===== src/rtl/branch_resolver_if.sv =====
// Fetch-lookup, EX-resolution and redirect signals between the pipeline and the branch resolver.
interface branch_resolver_if;
    logic [31:0] if_pc;
    logic        pred_taken;
    logic        ex_valid;
    logic        ex_is_branch;
    logic        ex_is_jump;
    logic [2:0]  ex_funct3;
    logic [31:0] ex_pc;
    logic [31:0] ex_target;
    logic        ex_pred_taken;
    logic        br_less;
    logic        br_equal;
    logic        br_unsigned;
    logic        redirect_valid;
    logic [31:0] redirect_pc;
    logic        illegal_br;
    logic [15:0] mispredict_cnt;

    modport master (
        output if_pc, ex_valid, ex_is_branch, ex_is_jump, ex_funct3,
               ex_pc, ex_target, ex_pred_taken, br_less, br_equal,
        input  pred_taken, br_unsigned, redirect_valid, redirect_pc,
               illegal_br, mispredict_cnt
    );

    modport slave (
        input  if_pc, ex_valid, ex_is_branch, ex_is_jump, ex_funct3,
               ex_pc, ex_target, ex_pred_taken, br_less, br_equal,
        output pred_taken, br_unsigned, redirect_valid, redirect_pc,
               illegal_br, mispredict_cnt
    );
endinterface


===== src/rtl/branch_resolver.sv =====
// Resolves EX-stage branches/jumps, issues registered PC redirects with a two-cycle
// shadow, and maintains a bimodal table of 2-bit predictor counters.
//
// state     | meaning
// ----------+-----------------------------------------------------------
// S_IDLE    | accepting EX resolutions
// S_SHADOW1 | first cycle after a redirect; EX holds a wrong-path instr
// S_SHADOW2 | second wrong-path cycle; EX inputs still ignored
module branch_resolver #(
    parameter int BHT_ENTRIES = 16
) (
    input logic         clk,
    input logic         rst_n,
    branch_resolver_if.slave br_if
);
    localparam int IDX = $clog2(BHT_ENTRIES);

    typedef enum logic [1:0] {
        S_IDLE    = 2'd0,
        S_SHADOW1 = 2'd1,
        S_SHADOW2 = 2'd2
    } state_t;

    state_t         state_q, state_d;
    logic [1:0]     bht_q [BHT_ENTRIES];
    logic           redirect_valid_q, redirect_valid_d;
    logic [31:0]    redirect_pc_q, redirect_pc_d;
    logic           illegal_br_q, illegal_br_d;
    logic [15:0]    mispredict_cnt_q, mispredict_cnt_d;

    logic [IDX-1:0] if_idx;
    logic [IDX-1:0] ex_idx;
    logic           taken;
    logic           illegal_f3;
    logic           resolve_br;
    logic [1:0]     ctr_cur;
    logic [1:0]     ctr_next;
    logic [31:0]    pc_plus4;

    assign if_idx   = br_if.if_pc[IDX+1:2];
    assign ex_idx   = br_if.ex_pc[IDX+1:2];
    assign pc_plus4 = br_if.ex_pc + 32'd4;

    assign br_if.pred_taken     = bht_q[if_idx][1];
    assign br_if.br_unsigned    = br_if.ex_funct3[1];
    assign br_if.redirect_valid = redirect_valid_q;
    assign br_if.redirect_pc    = redirect_pc_q;
    assign br_if.illegal_br     = illegal_br_q;
    assign br_if.mispredict_cnt = mispredict_cnt_q;

    always_comb begin
        taken      = 1'b0;
        illegal_f3 = 1'b0;
        case (br_if.ex_funct3)
            3'b000:          taken = br_if.br_equal;
            3'b001:          taken = !br_if.br_equal;
            3'b100, 3'b110:  taken = br_if.br_less;
            3'b101, 3'b111:  taken = !br_if.br_less;
            default:         illegal_f3 = 1'b1;
        endcase
    end

    always_comb begin
        ctr_cur  = bht_q[ex_idx];
        ctr_next = ctr_cur;
        if (taken) begin
            if (ctr_cur != 2'b11) ctr_next = ctr_cur + 2'd1;
        end else begin
            if (ctr_cur != 2'b00) ctr_next = ctr_cur - 2'd1;
        end
    end

    always_comb begin
        state_d          = state_q;
        resolve_br       = 1'b0;
        redirect_valid_d = 1'b0;
        redirect_pc_d    = redirect_pc_q;
        illegal_br_d     = 1'b0;
        case (state_q)
            S_IDLE: begin
                if (br_if.ex_valid) begin
                    // Jumps win over the branch flag and never touch the BHT.
                    if (br_if.ex_is_jump) begin
                        redirect_valid_d = 1'b1;
                        redirect_pc_d    = {br_if.ex_target[31:1], 1'b0};
                    end else if (br_if.ex_is_branch) begin
                        resolve_br   = 1'b1;
                        illegal_br_d = illegal_f3;
                        if (taken != br_if.ex_pred_taken) begin
                            redirect_valid_d = 1'b1;
                            redirect_pc_d    = taken ? br_if.ex_target : pc_plus4;
                        end
                    end
                end
                if (redirect_valid_d) state_d = S_SHADOW1;
            end
            S_SHADOW1: state_d = S_SHADOW2;
            S_SHADOW2: state_d = S_IDLE;
            default:   state_d = S_IDLE;
        endcase
    end

    always_comb begin
        mispredict_cnt_d = mispredict_cnt_q;
        if (redirect_valid_d && mispredict_cnt_q != 16'hFFFF)
            mispredict_cnt_d = mispredict_cnt_q + 16'd1;
    end

    always_ff @(posedge clk or negedge rst_n) begin
        if (!rst_n) begin
            state_q          <= S_IDLE;
            redirect_valid_q <= 1'b0;
            redirect_pc_q    <= 32'd0;
            illegal_br_q     <= 1'b0;
            mispredict_cnt_q <= 16'd0;
        end else begin
            state_q          <= state_d;
            redirect_valid_q <= redirect_valid_d;
            redirect_pc_q    <= redirect_pc_d;
            illegal_br_q     <= illegal_br_d;
            mispredict_cnt_q <= mispredict_cnt_d;
        end
    end

    // Weakly-not-taken start point for every counter.
    always_ff @(posedge clk or negedge rst_n) begin
        if (!rst_n) begin
            for (int i = 0; i < BHT_ENTRIES; i++) bht_q[i] <= 2'b01;
        end else if (resolve_br) begin
            bht_q[ex_idx] <= ctr_next;
        end
    end
endmodule


===== src/flat_wrapper.sv =====
// flat-port wrapper written by rule: the top's interface ports become plain ports
module branch_resolver_flat 
#(
    parameter int BHT_ENTRIES = 16
)
  (clk, rst_n, br_if_if_pc, br_if_ex_valid, br_if_ex_is_branch, br_if_ex_is_jump, br_if_ex_funct3, br_if_ex_pc, br_if_ex_target, br_if_ex_pred_taken, br_if_br_less, br_if_br_equal, br_if_pred_taken, br_if_br_unsigned, br_if_redirect_valid, br_if_redirect_pc, br_if_illegal_br, br_if_mispredict_cnt);
  branch_resolver_if br_if_i ();
  input logic clk;
  input logic rst_n;
  input wire logic [$bits(br_if_i.if_pc)-1:0] br_if_if_pc;
  input wire logic [$bits(br_if_i.ex_valid)-1:0] br_if_ex_valid;
  input wire logic [$bits(br_if_i.ex_is_branch)-1:0] br_if_ex_is_branch;
  input wire logic [$bits(br_if_i.ex_is_jump)-1:0] br_if_ex_is_jump;
  input wire logic [$bits(br_if_i.ex_funct3)-1:0] br_if_ex_funct3;
  input wire logic [$bits(br_if_i.ex_pc)-1:0] br_if_ex_pc;
  input wire logic [$bits(br_if_i.ex_target)-1:0] br_if_ex_target;
  input wire logic [$bits(br_if_i.ex_pred_taken)-1:0] br_if_ex_pred_taken;
  input wire logic [$bits(br_if_i.br_less)-1:0] br_if_br_less;
  input wire logic [$bits(br_if_i.br_equal)-1:0] br_if_br_equal;
  output wire logic [$bits(br_if_i.pred_taken)-1:0] br_if_pred_taken;
  output wire logic [$bits(br_if_i.br_unsigned)-1:0] br_if_br_unsigned;
  output wire logic [$bits(br_if_i.redirect_valid)-1:0] br_if_redirect_valid;
  output wire logic [$bits(br_if_i.redirect_pc)-1:0] br_if_redirect_pc;
  output wire logic [$bits(br_if_i.illegal_br)-1:0] br_if_illegal_br;
  output wire logic [$bits(br_if_i.mispredict_cnt)-1:0] br_if_mispredict_cnt;
  assign br_if_i.if_pc = br_if_if_pc;
  assign br_if_i.ex_valid = br_if_ex_valid;
  assign br_if_i.ex_is_branch = br_if_ex_is_branch;
  assign br_if_i.ex_is_jump = br_if_ex_is_jump;
  assign br_if_i.ex_funct3 = br_if_ex_funct3;
  assign br_if_i.ex_pc = br_if_ex_pc;
  assign br_if_i.ex_target = br_if_ex_target;
  assign br_if_i.ex_pred_taken = br_if_ex_pred_taken;
  assign br_if_i.br_less = br_if_br_less;
  assign br_if_i.br_equal = br_if_br_equal;
  assign br_if_pred_taken = br_if_i.pred_taken;
  assign br_if_br_unsigned = br_if_i.br_unsigned;
  assign br_if_redirect_valid = br_if_i.redirect_valid;
  assign br_if_redirect_pc = br_if_i.redirect_pc;
  assign br_if_illegal_br = br_if_i.illegal_br;
  assign br_if_mispredict_cnt = br_if_i.mispredict_cnt;
  branch_resolver #(.BHT_ENTRIES(BHT_ENTRIES)) u_core (.clk(clk), .rst_n(rst_n), .br_if(br_if_i));
endmodule

===== config.mk =====
export PLATFORM = sky130hd
export DESIGN_NAME = branch_resolver_flat
export DESIGN_NICKNAME = d
export VERILOG_FILES = /design/src/rtl/branch_resolver_if.sv /design/src/rtl/branch_resolver.sv /design/src/flat_wrapper.sv
export SDC_FILE = /design/constraint.sdc
export NUM_CORES = 1
export LEC_CHECK = 0
export CELL_PAD_IN_SITES_DETAIL_PLACEMENT = 1
export CELL_PAD_IN_SITES_GLOBAL_PLACEMENT = 1
export CORE_ASPECT_RATIO = 1.5
export CORE_UTILIZATION = 31
export CTS_CLUSTER_DIAMETER = 100
export DETAILED_ROUTE_END_ITERATION = 10
export GPL_ROUTABILITY_DRIVEN = 0
export PLACE_DENSITY = 0.81
export SLEW_MARGIN = 5
export SYNTH_ARGS = -nofsm -noshare
export SYNTH_HDL_FRONTEND = slang
export SYNTH_SLANG_ARGS = --single-unit

===== constraint.sdc =====
create_clock -name clk -period 4.8 [get_ports clk]
set_clock_uncertainty 0.15 [all_clocks]
set_input_delay 0.48 -clock clk [delete_from_list [all_inputs] [get_ports clk]]
set_output_delay 0.48 -clock clk [all_outputs]
set_load 0.005 [all_outputs]

==> flow_summary.rst <==
.. list-table::
   :header-rows: 1

   * - Metric
     - Value
   * - Commonest non-fill, non-tap cells in the layout
     - sky130_fd_sc_hd__clkdlybuf4s50_1 (129), sky130_fd_sc_hd__dfrtp_1 (68), sky130_fd_sc_hd__nand2_1 (65), sky130_fd_sc_hd__nand3_1 (34), sky130_fd_sc_hd__o21ai_0 (31)
   * - Pins Over Slew Limit
     - 0
   * - Clock transition at the registers of the reported paths
     - 60 ps
   * - Peak Freq
     - 0.312 GHz
   * - Fill cell count
     - 1654
   * - Count of different cell masters after synthesis
     - 50
   * - I/O pin count
     - 159
   * - Maximum fanout along the worst path
     - 4
   * - Overall die height
     - 154 um
   * - Core footprint
     - 15100 um2
   * - Clock sinks
     - 84
   * - Max Root-Sink Buffers
     - 2
   * - Share of total power in combinational logic
     - 28.1%
   * - Primary FF master, synth
     - sky130_fd_sc_hd__dfrtp_1
   * - Synthesis Warnings
     - 0
   * - Share of total power in the clock network
     - 31.3%
   * - Mapped Nets
     - 572
   * - RSZ-0062 raised after global routing
     - no
   * - Worst reg2reg setup slack
     - 2170 ps
   * - Maximum vdd drop
     - 0.000181 V
   * - End point of the critical path
     - br_if_pred_taken
   * - Shortest clock period the worst path allows after layout
     - 3210 ps
   * - Net Switching
     - 666 uW
   * - Number of DRC markers after the initial detailed-route iteration
     - 69
   * - Cell leakage power
     - 0.00268 uW
   * - Post-CTS setup buffer count
     - 0
   * - Post-layout power
     - 2390 uW
   * - Biggest area consumer among synthesized cells
     - sky130_fd_sc_hd__dfrtp_1
   * - Post-layout net count
     - 700
   * - Sequential area share after synthesis
     - 44.6%
   * - Type of the setup path with the least slack
     - in2out
   * - Final routed DRC violation total
     - 0
   * - Global-route total usage across every layer
     - 18.3%
   * - Fin cells
     - 792
   * - Final worst-path setup slack
     - 1590 ps
   * - CTS tree
     - built
   * - Switching Share
     - 27.9%
   * - DR vias
     - 4033
   * - Core occupancy in the finished layout
     - 43.7%
   * - Top cell type's share of synthesized area
     - 35.8%
   * - Detailed-placement wirelength estimate
     - 10.6 mm
   * - First-pass iteration count of the detailed router
     - 4
   * - Overflow after GRT
     - 0
   * - Worst flop-to-flop path startpoint
     - u_core.state_q[0]$_DFFE_PN0P_
   * - Count of nets left with antenna violations after detail routing
     - 0
   * - Die outline area
     - 15900 um2
   * - Path class of the lowest-slack min-delay path
     - reg2reg
   * - Average via count per standard cell
     - 5.09
   * - Summed instance area of the synthesized netlist
     - 4760 um2
   * - Internal power component
     - 1720 uW
   * - Commonest non-fill, non-tap cell in the layout
     - sky130_fd_sc_hd__clkdlybuf4s50_1
   * - Setup violations, final
     - 0
   * - Number of flops mapped to enable cells by yosys
     - 0
   * - Antenna violations before repair
     - 0
   * - Transition time at the pin with the least slew margin
     - 1190 ps
   * - Average wire per cell in the routed design
     - 17.4 um
   * - Clock latency of the later-clocked register in the worst-skew pair
     - 330 ps
   * - Detailed-route wire length
     - 13.8 mm
   * - Setup crit end kind
     - primary output
   * - Relative area change from synthesis to final layout
     - 38.4%
   * - Max-cap violations
     - 0
   * - Critical Path Start Type
     - input port
   * - Layout cells sized above 1
     - 14.3%
   * - Mean instance size in the synthesized netlist
     - 10.3 um2
   * - Dpl cells
     - 775
   * - Register bit total from synthesis
     - 84
   * - Width of the die
     - 103 um
   * - Cell area power density
     - 363 nW/um2
   * - Cells on worst reg2reg path
     - 6
   * - First-pass GRT wire length
     - 22.6 mm
   * - Asr flop ratio synth
     - 100%
   * - Leading post-synthesis cells by cell area
     - sky130_fd_sc_hd__dfrtp_1 (36%), sky130_fd_sc_hd__dfstp_2 (8.8%), sky130_fd_sc_hd__mux4_2 (6.2%)
   * - Data arrival time at the worst-slack endpoint
     - 2580 ps
   * - Via count of the first global-routing pass
     - 4630
   * - Post-placement worst setup slack
     - 1270 ps
   * - Initial core utilization
     - 31.6%
   * - End of the worst register-to-register path
     - u_core.br_if.mispredict_cnt[5]$_DFFE_PN0P_
   * - Cells after Synth
     - 460
   * - Sequential share of power
     - 40.7%
   * - Largest net degree at the start of global routing
     - 52
   * - Startpoint of the worst setup timing path
     - br_if_if_pc[2]
   * - Setup_tns
     - 0 ps
   * - Run status
     - finished, final reports clean
   * - Number of antenna diodes
     - 0
   * - Final hold vios
     - 0
   * - Required time of the critical path
     - 4170 ps
   * - Worst slew margin relative to its limit
     - 20.3%
   * - # port buffers
     - 130
   * - Num CTS Buffers
     - 9
   * - Row count
     - 55
   * - Count of H-tree levels built during CTS
     - 3
   * - CTS root buffer
     - sky130_fd_sc_hd__clkbuf_16
   * - Part of the cycle the worst path needs
     - 66.8%
==> final cells by class <==
class	count	area, um2	share of cell area, %
Inverter	8	30.0	0.456
Clock inverter	6	88.8	1.35
Sequential cell	84	2120	32.2
Multi-Input combinational cell	349	2510	38.1
Timing Repair Buffer	136	1360	20.6
Clock buffer	10	229	3.48
Tap cell	199	249	3.78
==> kinds of logic (layout without fill, tap and decap cells) <==
kind of cell | after synthesis | after routing | share of synthesized area, %
muxes | 50 | 50 | 14.7
AOI/OAI and AO/OA | 69 | 69 | 9.47
DFF | 84 | 84 | 44.6
xor gates and xnor gates | 42 | 42 | 7.73
buffers and inverters | 27 | 160 | 3.00
and+or+nand+nor | 180 | 180 | 18.5
adders and majority gates | 8 | 8 | 1.95
==> per-stage QoR <==
| step | hold slack, ps | area [um2] |
|---|---|---|
| 2_1_floorplan | 34.4 | 4760 |
| 3_3_place_gp | 266 | 6260 |
| 3_5_place_dp | 290 | 6260 |
| 4_1_cts | 298 | 6580 |
| 5_1_grt | 325 | 6580 |
| 6_report | 293 | 6580 |
==> cells in the mapped netlist (5+ instances only) <==
cell type and n:
sky130_fd_sc_hd__buf_4 5, sky130_fd_sc_hd__xor2_1 28, sky130_fd_sc_hd__a21o_1 12, sky130_fd_sc_hd__clkbuf_1 6
sky130_fd_sc_hd__inv_1 6, sky130_fd_sc_hd__nor3_1 6, sky130_fd_sc_hd__o21ai_0 31, sky130_fd_sc_hd__nand3_1 34
sky130_fd_sc_hd__nor2b_1 5, sky130_fd_sc_hd__nor4_1 6, sky130_fd_sc_hd__buf_2 6, sky130_fd_sc_hd__xnor2_1 14
sky130_fd_sc_hd__a211oi_1 12, sky130_fd_sc_hd__mux4_2 13, sky130_fd_sc_hd__mux2i_1 12, sky130_fd_sc_hd__dfstp_2 16
sky130_fd_sc_hd__nor2_1 29, sky130_fd_sc_hd__dfrtp_1 68, sky130_fd_sc_hd__nand4_1 9, sky130_fd_sc_hd__ha_1 5
sky130_fd_sc_hd__nand2_1 65, sky130_fd_sc_hd__mux2_2 24
==> sequential cells by signal, indices dropped and copies added, names as in the netlist <==
signal                       cells
u_core.br_if.redirect_pc        32
u_core.br_if.mispredict_cnt     16
u_core.br_if.illegal_br          1
u_core.state_q                   2
u_core.br_if.redirect_valid      1
u_core.bht_q                    32
==> what timing repair did <==
item | CTS | global route
gates resized for setup | 0 | 0
endpoints found under the hold margin | 31 | 0
hold buffers | 1 | 0
==> how the worst min path moves through the flow <==
stage / cells after the start / slack, ps / from / end
after detailed placement: 1 / 290 / u_core.state_q[1]$_DFFE_PN0P_ / u_core.state_q[1]$_DFFE_PN0P_
after CTS: 1 / 300 / u_core.state_q[1]$_DFFE_PN0P_ / u_core.state_q[1]$_DFFE_PN0P_
final: 1 / 290 / u_core.state_q[1]$_DFFE_PN0P_ / u_core.state_q[1]$_DFFE_PN0P_
after global placement: 1 / 270 / u_core.state_q[1]$_DFFE_PN0P_ / u_core.state_q[1]$_DFFE_PN0P_
after global routing: 1 / 320 / u_core.state_q[1]$_DFFE_PN0P_ / u_core.state_q[1]$_DFFE_PN0P_
after floorplan: 0 / 30 / rst_n / u_core.bht_q[11]$_DFFE_PN0P_
==> worst max-delay path: stages <==
cell and delay [ps]:
sky130_fd_sc_hd__clkdlybuf4s50_1 640, sky130_fd_sc_hd__mux4_2 550, sky130_fd_sc_hd__mux4_2 460, sky130_fd_sc_hd__clkdlybuf4s50_1 450
==> per-layer routing <==
metal | vias up | track usage (%) | part of all wire (%) | wire (um)
met4 | 0 | 7.44 | 2.9 | 400
met5 | - | 0 | 0 | 0
met1 | 1993 | 19.7 | 37 | 5160
li1 | 1898 | - | - | -
met2 | 114 | 33.7 | 55 | 7530
met3 | 28 | 4.09 | 5.0 | 693
==> power groups by stage <==
stage                     clock network (uW)  logic (uW)  registers, uW
after floorplan                            0         255            973
after global placement                     0         652            973
after detailed placement                   0         679            983
after CTS                                771         683            973
after global routing                     792         733            993
final                                    747         670            971
No activity file was read; power rests on OpenSTA's default activity.
